### src/rtl/fb_swap_ctrl_if.sv
// Renderer / scanout / framebuffer signal bundle for fb_swap_ctrl.
// master: renderer + LCD timing side, slave: the swap controller.
interface fb_swap_ctrl_if #(
   parameter int ADDR_W = 32
);
   logic              scan_en;
   logic [ADDR_W-1:0] rad;
   logic              frame_start;
   logic              wr_valid;
   logic              wr_ready;
   logic              wr_we;
   logic [ADDR_W-1:0] wad;
   logic              wr_frame_done;
   logic              switch;
   logic [7:0]        repeat_cnt;

   modport master (
      output scan_en,
      output wr_valid,
      input  rad,
      input  frame_start,
      input  wr_ready,
      input  wr_we,
      input  wad,
      input  wr_frame_done,
      input  switch,
      input  repeat_cnt
   );

   modport slave (
      input  scan_en,
      input  wr_valid,
      output rad,
      output frame_start,
      output wr_ready,
      output wr_we,
      output wad,
      output wr_frame_done,
      output switch,
      output repeat_cnt
   );
endinterface

### src/rtl/fb_swap_ctrl.sv
// Double-buffered framebuffer sequencer: scanout address, renderer
// write address, and a frame-aligned buffer flip.
module fb_swap_ctrl #(
   parameter int H_ACTIVE = 480,
   parameter int V_ACTIVE = 272,
   parameter int ADDR_W   = 32,
   parameter int SWAP_LEN = 2
) (
   input logic            clk,
   input logic            rst_n,
   fb_swap_ctrl_if.slave  fb
);

   localparam int N = H_ACTIVE * V_ACTIVE;
   localparam logic [ADDR_W-1:0] LAST = ADDR_W'(N - 1);
   localparam int CW = (SWAP_LEN > 1) ? $clog2(SWAP_LEN) : 1;
   localparam logic [CW-1:0] CNT_LOAD = CW'(SWAP_LEN - 1);

   typedef enum logic [1:0] {
      FILL = 2'd0,
      FULL = 2'd1,
      SWAP = 2'd2
   } state_t;

   state_t            state_q;
   state_t            state_d;
   logic [ADDR_W-1:0] rad_q;
   logic [ADDR_W-1:0] wad_q;
   logic [CW-1:0]     cnt_q;
   logic              switch_q;
   logic              done_q;
   logic [7:0]        rep_q;

   logic              frame_end;
   logic              ready;
   logic              accept;
   logic              last_acc;
   logic              swap_entry;

   assign frame_end  = fb.scan_en && (rad_q == LAST);
   assign accept     = fb.wr_valid && ready;
   assign last_acc   = accept && (wad_q == LAST);
   assign swap_entry = (state_q != SWAP) && (state_d == SWAP);

   // Scanout read counter
   always_ff @(posedge clk or negedge rst_n) begin
      if (!rst_n) begin
         rad_q <= '0;
      end else if (fb.scan_en) begin
         if (rad_q == LAST) rad_q <= '0;
         else               rad_q <= rad_q + ADDR_W'(1);
      end
   end

   // FSM state register
   always_ff @(posedge clk or negedge rst_n) begin
      if (!rst_n) state_q <= FILL;
      else        state_q <= state_d;
   end

   // FSM next state; a last-pixel accept only reaches FULL, so a
   // coincident frame_end cannot trigger the flip in the same cycle.
   always_comb begin
      state_d = state_q;
      unique case (state_q)
         FILL: if (last_acc)       state_d = FULL;
         FULL: if (frame_end)      state_d = SWAP;
         SWAP: if (cnt_q == '0)    state_d = FILL;
         default:                  state_d = FILL;
      endcase
   end

   // FSM combinational outputs
   always_comb begin
      ready = (state_q == FILL);
   end

   // Swap length counter
   always_ff @(posedge clk or negedge rst_n) begin
      if (!rst_n) begin
         cnt_q <= '0;
      end else if (swap_entry) begin
         cnt_q <= CNT_LOAD;
      end else if (state_q == SWAP && cnt_q != '0) begin
         cnt_q <= cnt_q - CW'(1);
      end
   end

   // Registered pulses
   always_ff @(posedge clk or negedge rst_n) begin
      if (!rst_n) begin
         switch_q <= 1'b0;
         done_q   <= 1'b0;
      end else begin
         switch_q <= (state_d == SWAP);
         done_q   <= (state_q == SWAP) && (state_d == FILL);
      end
   end

   // Write address; wraps to 0 on the last pixel and holds there
   always_ff @(posedge clk or negedge rst_n) begin
      if (!rst_n) begin
         wad_q <= '0;
      end else if (accept) begin
         if (wad_q == LAST) wad_q <= '0;
         else               wad_q <= wad_q + ADDR_W'(1);
      end
   end

   // Frames shown since last swap
   always_ff @(posedge clk or negedge rst_n) begin
      if (!rst_n) begin
         rep_q <= '0;
      end else if (swap_entry) begin
         rep_q <= '0;
      end else if (frame_end && rep_q != 8'hFF) begin
         rep_q <= rep_q + 8'd1;
      end
   end

   assign fb.rad           = rad_q;
   assign fb.frame_start   = fb.scan_en && (rad_q == '0);
   assign fb.wr_ready      = ready;
   assign fb.wr_we         = accept;
   assign fb.wad           = wad_q;
   assign fb.wr_frame_done = done_q;
   assign fb.switch        = switch_q;
   assign fb.repeat_cnt    = rep_q;

endmodule

### src/flat_wrapper.sv
// flat-port wrapper written by rule: the top's interface ports become plain ports
module fb_swap_ctrl_flat 
#(
   parameter int H_ACTIVE = 480,
   parameter int V_ACTIVE = 272,
   parameter int ADDR_W   = 32,
   parameter int SWAP_LEN = 2
)
  (clk, rst_n, fb_scan_en, fb_wr_valid, fb_rad, fb_frame_start, fb_wr_ready, fb_wr_we, fb_wad, fb_wr_frame_done, fb_switch, fb_repeat_cnt);
  fb_swap_ctrl_if #(.ADDR_W(ADDR_W)) fb_i ();
  input logic clk;
  input logic rst_n;
  input wire logic [$bits(fb_i.scan_en)-1:0] fb_scan_en;
  input wire logic [$bits(fb_i.wr_valid)-1:0] fb_wr_valid;
  output wire logic [$bits(fb_i.rad)-1:0] fb_rad;
  output wire logic [$bits(fb_i.frame_start)-1:0] fb_frame_start;
  output wire logic [$bits(fb_i.wr_ready)-1:0] fb_wr_ready;
  output wire logic [$bits(fb_i.wr_we)-1:0] fb_wr_we;
  output wire logic [$bits(fb_i.wad)-1:0] fb_wad;
  output wire logic [$bits(fb_i.wr_frame_done)-1:0] fb_wr_frame_done;
  output wire logic [$bits(fb_i.switch)-1:0] fb_switch;
  output wire logic [$bits(fb_i.repeat_cnt)-1:0] fb_repeat_cnt;
  assign fb_i.scan_en = fb_scan_en;
  assign fb_i.wr_valid = fb_wr_valid;
  assign fb_rad = fb_i.rad;
  assign fb_frame_start = fb_i.frame_start;
  assign fb_wr_ready = fb_i.wr_ready;
  assign fb_wr_we = fb_i.wr_we;
  assign fb_wad = fb_i.wad;
  assign fb_wr_frame_done = fb_i.wr_frame_done;
  assign fb_switch = fb_i.switch;
  assign fb_repeat_cnt = fb_i.repeat_cnt;
  fb_swap_ctrl #(.H_ACTIVE(H_ACTIVE), .V_ACTIVE(V_ACTIVE), .ADDR_W(ADDR_W), .SWAP_LEN(SWAP_LEN)) u_core (.clk(clk), .rst_n(rst_n), .fb(fb_i));
endmodule
### config.mk
export PLATFORM = sky130hd
export DESIGN_NAME = fb_swap_ctrl_flat
export DESIGN_NICKNAME = d
export VERILOG_FILES = /design/src/rtl/fb_swap_ctrl_if.sv /design/src/rtl/fb_swap_ctrl.sv /design/src/flat_wrapper.sv
export SDC_FILE = /design/constraint.sdc
export NUM_CORES = 1
export LEC_CHECK = 0
export CAP_MARGIN = 10
export CORE_UTILIZATION = 55
export CTS_CLUSTER_DIAMETER = 120
export CTS_CLUSTER_SIZE = 40
export DETAILED_ROUTE_END_ITERATION = 8
export PLACE_DENSITY = 0.94
export REMOVE_ABC_BUFFERS = 1
export SYNTH_ARGS = -nofsm -noshare
export SYNTH_HDL_FRONTEND = slang
export SYNTH_SLANG_ARGS = --single-unit
### constraint.sdc
create_clock -name clk -period 5.2 [get_ports clk]
set_clock_uncertainty 0.2 [all_clocks]
set_input_delay 1.04 -clock clk [delete_from_list [all_inputs] [get_ports clk]]
set_output_delay 1.04 -clock clk [all_outputs]
set_load 0.02 [all_outputs]
==> flow_metrics.env <==
export IMPL_status="finished clean"
export IMPL_dieArea_sq_um=7500
export IMPL_drc=0
export IMPL_hold_start="u_core.cnt_q"
export IMPL_final_common_cell="clkdlybuf4s50_1"
export IMPL_grt_pass1_wl_um=15900
export IMPL_synth_cell_type_count=42
export IMPL_ys_ff_latch=77
export IMPL_clkLatencyLatePin_ns=0.35
export IMPL_fp_dieH_um=86.6
export IMPL_worst_r2r_cell_count=5
export IMPL_ys_dominant_reg_cell="dfrtp_1"
export IMPL_yosys_area_top_type="dfrtp_1"
export IMPL_post_route_period_util=0.779
export IMPL_topRoutingLayerUsed="met4"
export IMPL_drv_cap=0
export IMPL_cts_hold_repair_buffers=0
export IMPL_grt_start_max_net_pins=45
export IMPL_endpoint_kind="output port"
export IMPL_cts_tree="yes"
export IMPL_dr_total_vias=3465
export IMPL_post_route_min_period_ns=4.05
export IMPL_clock_sinks=77
export IMPL_io_buffers=80
export IMPL_regArea_sq_um=1930
export IMPL_cts_made_buffers=9
export IMPL_viasPerCell=6.01
export IMPL_cp_slowest_cell="clkdlybuf4s50_1"
export IMPL_crit_arrival_ns=2.81
export IMPL_worstMarginPinSlew_ns=1.15
export IMPL_cts_htree_levels=3
export IMPL_wl_met3_um=538
export IMPL_dp_slack_ns=1.16
export IMPL_path_delay_family="buffers and inverters"
export IMPL_root_buffer="clkbuf_8"
export IMPL_drt_iter0_drc=197
export IMPL_wl_met2_um=4770
export IMPL_start_util=0.573
export IMPL_wl_met1_um=3960
export IMPL_max_freq_ghz=0.247
export IMPL_crit_top_cell="clkdlybuf4s50_1"
export IMPL_fillers=509
export IMPL_floorplan_rows=30
export IMPL_relSlewSlack=0.230
export IMPL_antennaDiodeCount=0
export IMPL_cpPeakStageDelay_ns=0.62
export IMPL_die_w_um=86.6
export IMPL_grt_ovfl_total=0
export IMPL_ys_seq_area_frac=0.489
export IMPL_critPathLaunchType="primary input"
export IMPL_finalHoldViolations=0
export IMPL_ys_top_cells_by_area="dfrtp_1 49%, xor2_1 6.5%, xnor2_1 4.4%"
export IMPL_syn_avg_cell_area_sq_um=9.82
export IMPL_worstPathBufferInverterCount=3
export IMPL_p_leak_nw=2.15
export IMPL_synthCells=401
export IMPL_required_ns=3.96
export IMPL_hold_path_class="flop to flop"
export IMPL_syn_area_sq_um=3940
export IMPL_gp_congestion=0.871
export IMPL_drive_gt1_frac=0.0686
export IMPL_grt_pass1_vias=3426
export IMPL_wl_per_cell_um=16.5
export IMPL_r2r_start="u_core.fb.rad[0]"
export IMPL_routed_wirelength_um=9520
export IMPL_path_cells="clkdlybuf4s50_1, or3b_1, inv_1, clkdlybuf4s50_1"
export IMPL_total_power_mw=1.54
export IMPL_totalNegativeSetupSlack_ns=0
export IMPL_track_usage=0.275
export IMPL_dp_hpwl_um=6680
export IMPL_rsz0062_at_grt="false"
export IMPL_cp_startpoint="fb_wr_valid"
export IMPL_path_clk_slew_ns=0.07
export IMPL_path_class="primary input to output port"
export IMPL_setup_viol=0
export IMPL_cp_max_fo=10
export IMPL_mostFrequentLayoutCells="79 x clkdlybuf4s50_1, 77 x dfrtp_1, 31 x nand2_1"
export IMPL_timing_rr_end="u_core.fb.repeat_cnt[6]"
export IMPL_async_reset_ff_frac=1.00
export IMPL_worstHoldPathCells=1
export IMPL_first_pass_iters=5
export IMPL_postLayoutSetupSlackWorst_ns=1.15
export IMPL_yosys_warnings=0
export IMPL_multi_input_area_sq_um=1840
export IMPL_post_cts_setup_buffers=0
export IMPL_finalMaxSlewViolations=0
export IMPL_antenna_found_initial=0
export IMPL_clk_path_buf_depth=2
export IMPL_synth_edf_count=0
export IMPL_p_per_area_nw_per_um2=308
export IMPL_path_depth=4
export IMPL_drtAntennaViolNets=0
export IMPL_fin_nets=484
export IMPL_core_area_sq_um=6870
export IMPL_cp_endpoint="fb_wr_we"
export IMPL_ir_worst_vdd_uv=269
export IMPL_yosys_area_top_type_share=0.489
export IMPL_r2r_slack_ns=2.43
export IMPL_syn_to_final_growth_pct=27.4
export IMPL_cts_resized=0
export IMPL_pin_count=81
layer usage:
metal | track usage | up-vias
li1 | - | 1597
met1 | 0.345 | 1704
met2 | 0.448 | 139
met3 | 0.0495 | 25
met4 | 0.159 | 0
met5 | 0 | -
sequential cells by signal (all words and copies together) (netlist names):
signal / cells
u_core.fb.rad: 32
u_core.fb.wad: 32
u_core.state_q: 2
u_core.cnt_q: 1
u_core.fb.wr_frame_done: 1
u_core.fb.switch: 1
u_core.fb.repeat_cnt: 8
stage by stage:
step	cell area, sq um	cells	hold WS (ns)	utilization
2_1_floorplan	3840	384	0.218	-
3_3_place_gp	4770	561	0.230	0.695
3_5_place_dp	4770	561	0.252	0.695
4_1_cts	5020	577	0.261	0.730
5_1_grt	5020	577	0.295	0.730
6_report	5020	577	0.269	0.730
how the worst min path moves through the flow:
stage                                          to  slack (ns)
after floorplan           u_core.fb.wr_frame_done        0.22
after global placement    u_core.fb.wr_frame_done        0.23
after detailed placement  u_core.fb.wr_frame_done        0.25
after CTS                 u_core.fb.wr_frame_done        0.26
after global routing      u_core.fb.wr_frame_done        0.30
final                     u_core.fb.wr_frame_done        0.27
cells by family (layout without fill, tap and decap cells):
family                     Yosys count  after routing  share of synthesized area
and+or+nand+nor                    183            183                      0.266
adders and majority gates            4              4                     0.0127
buffers and inverters               38            118                     0.0442
muxes                                1              1                    0.00254
xor gates and xnor gates            49             49                      0.109
AOI/OAI and AO/OA                   49             49                     0.0763
DFF                                 77             77                      0.489
power by group:
| group | switching [mW] | leakage (nW) | internal [mW] |
|---|---|---|---|
| registers | 0.0793 | 0.985 | 0.646 |
| logic | 0.154 | 1.04 | 0.130 |
| clock network | 0.212 | 0.126 | 0.322 |
layout make-up:
class                           instances  area share
Clock buffer                           13      0.0357
Clock inverter                          3      0.0130
Inverter                               21      0.0157
Multi-Input combinational cell        286       0.367
Sequential cell                        77       0.384
Tap cell                               96      0.0239
Timing Repair Buffer                   81       0.160
cell usage after synthesis, drive strengths merged, types with 8 or more instances:
cell,n
a21oi,15
and4,10
clkbuf,11
dfrtp,77
inv,21
nand2,31
nand3,21
nand4,17
nor2,22
nor3,25
nor4,24
o21ai,16
or3,8
xnor2,20
xor2,29
Note: power is estimated with default switching activity, not from simulation.
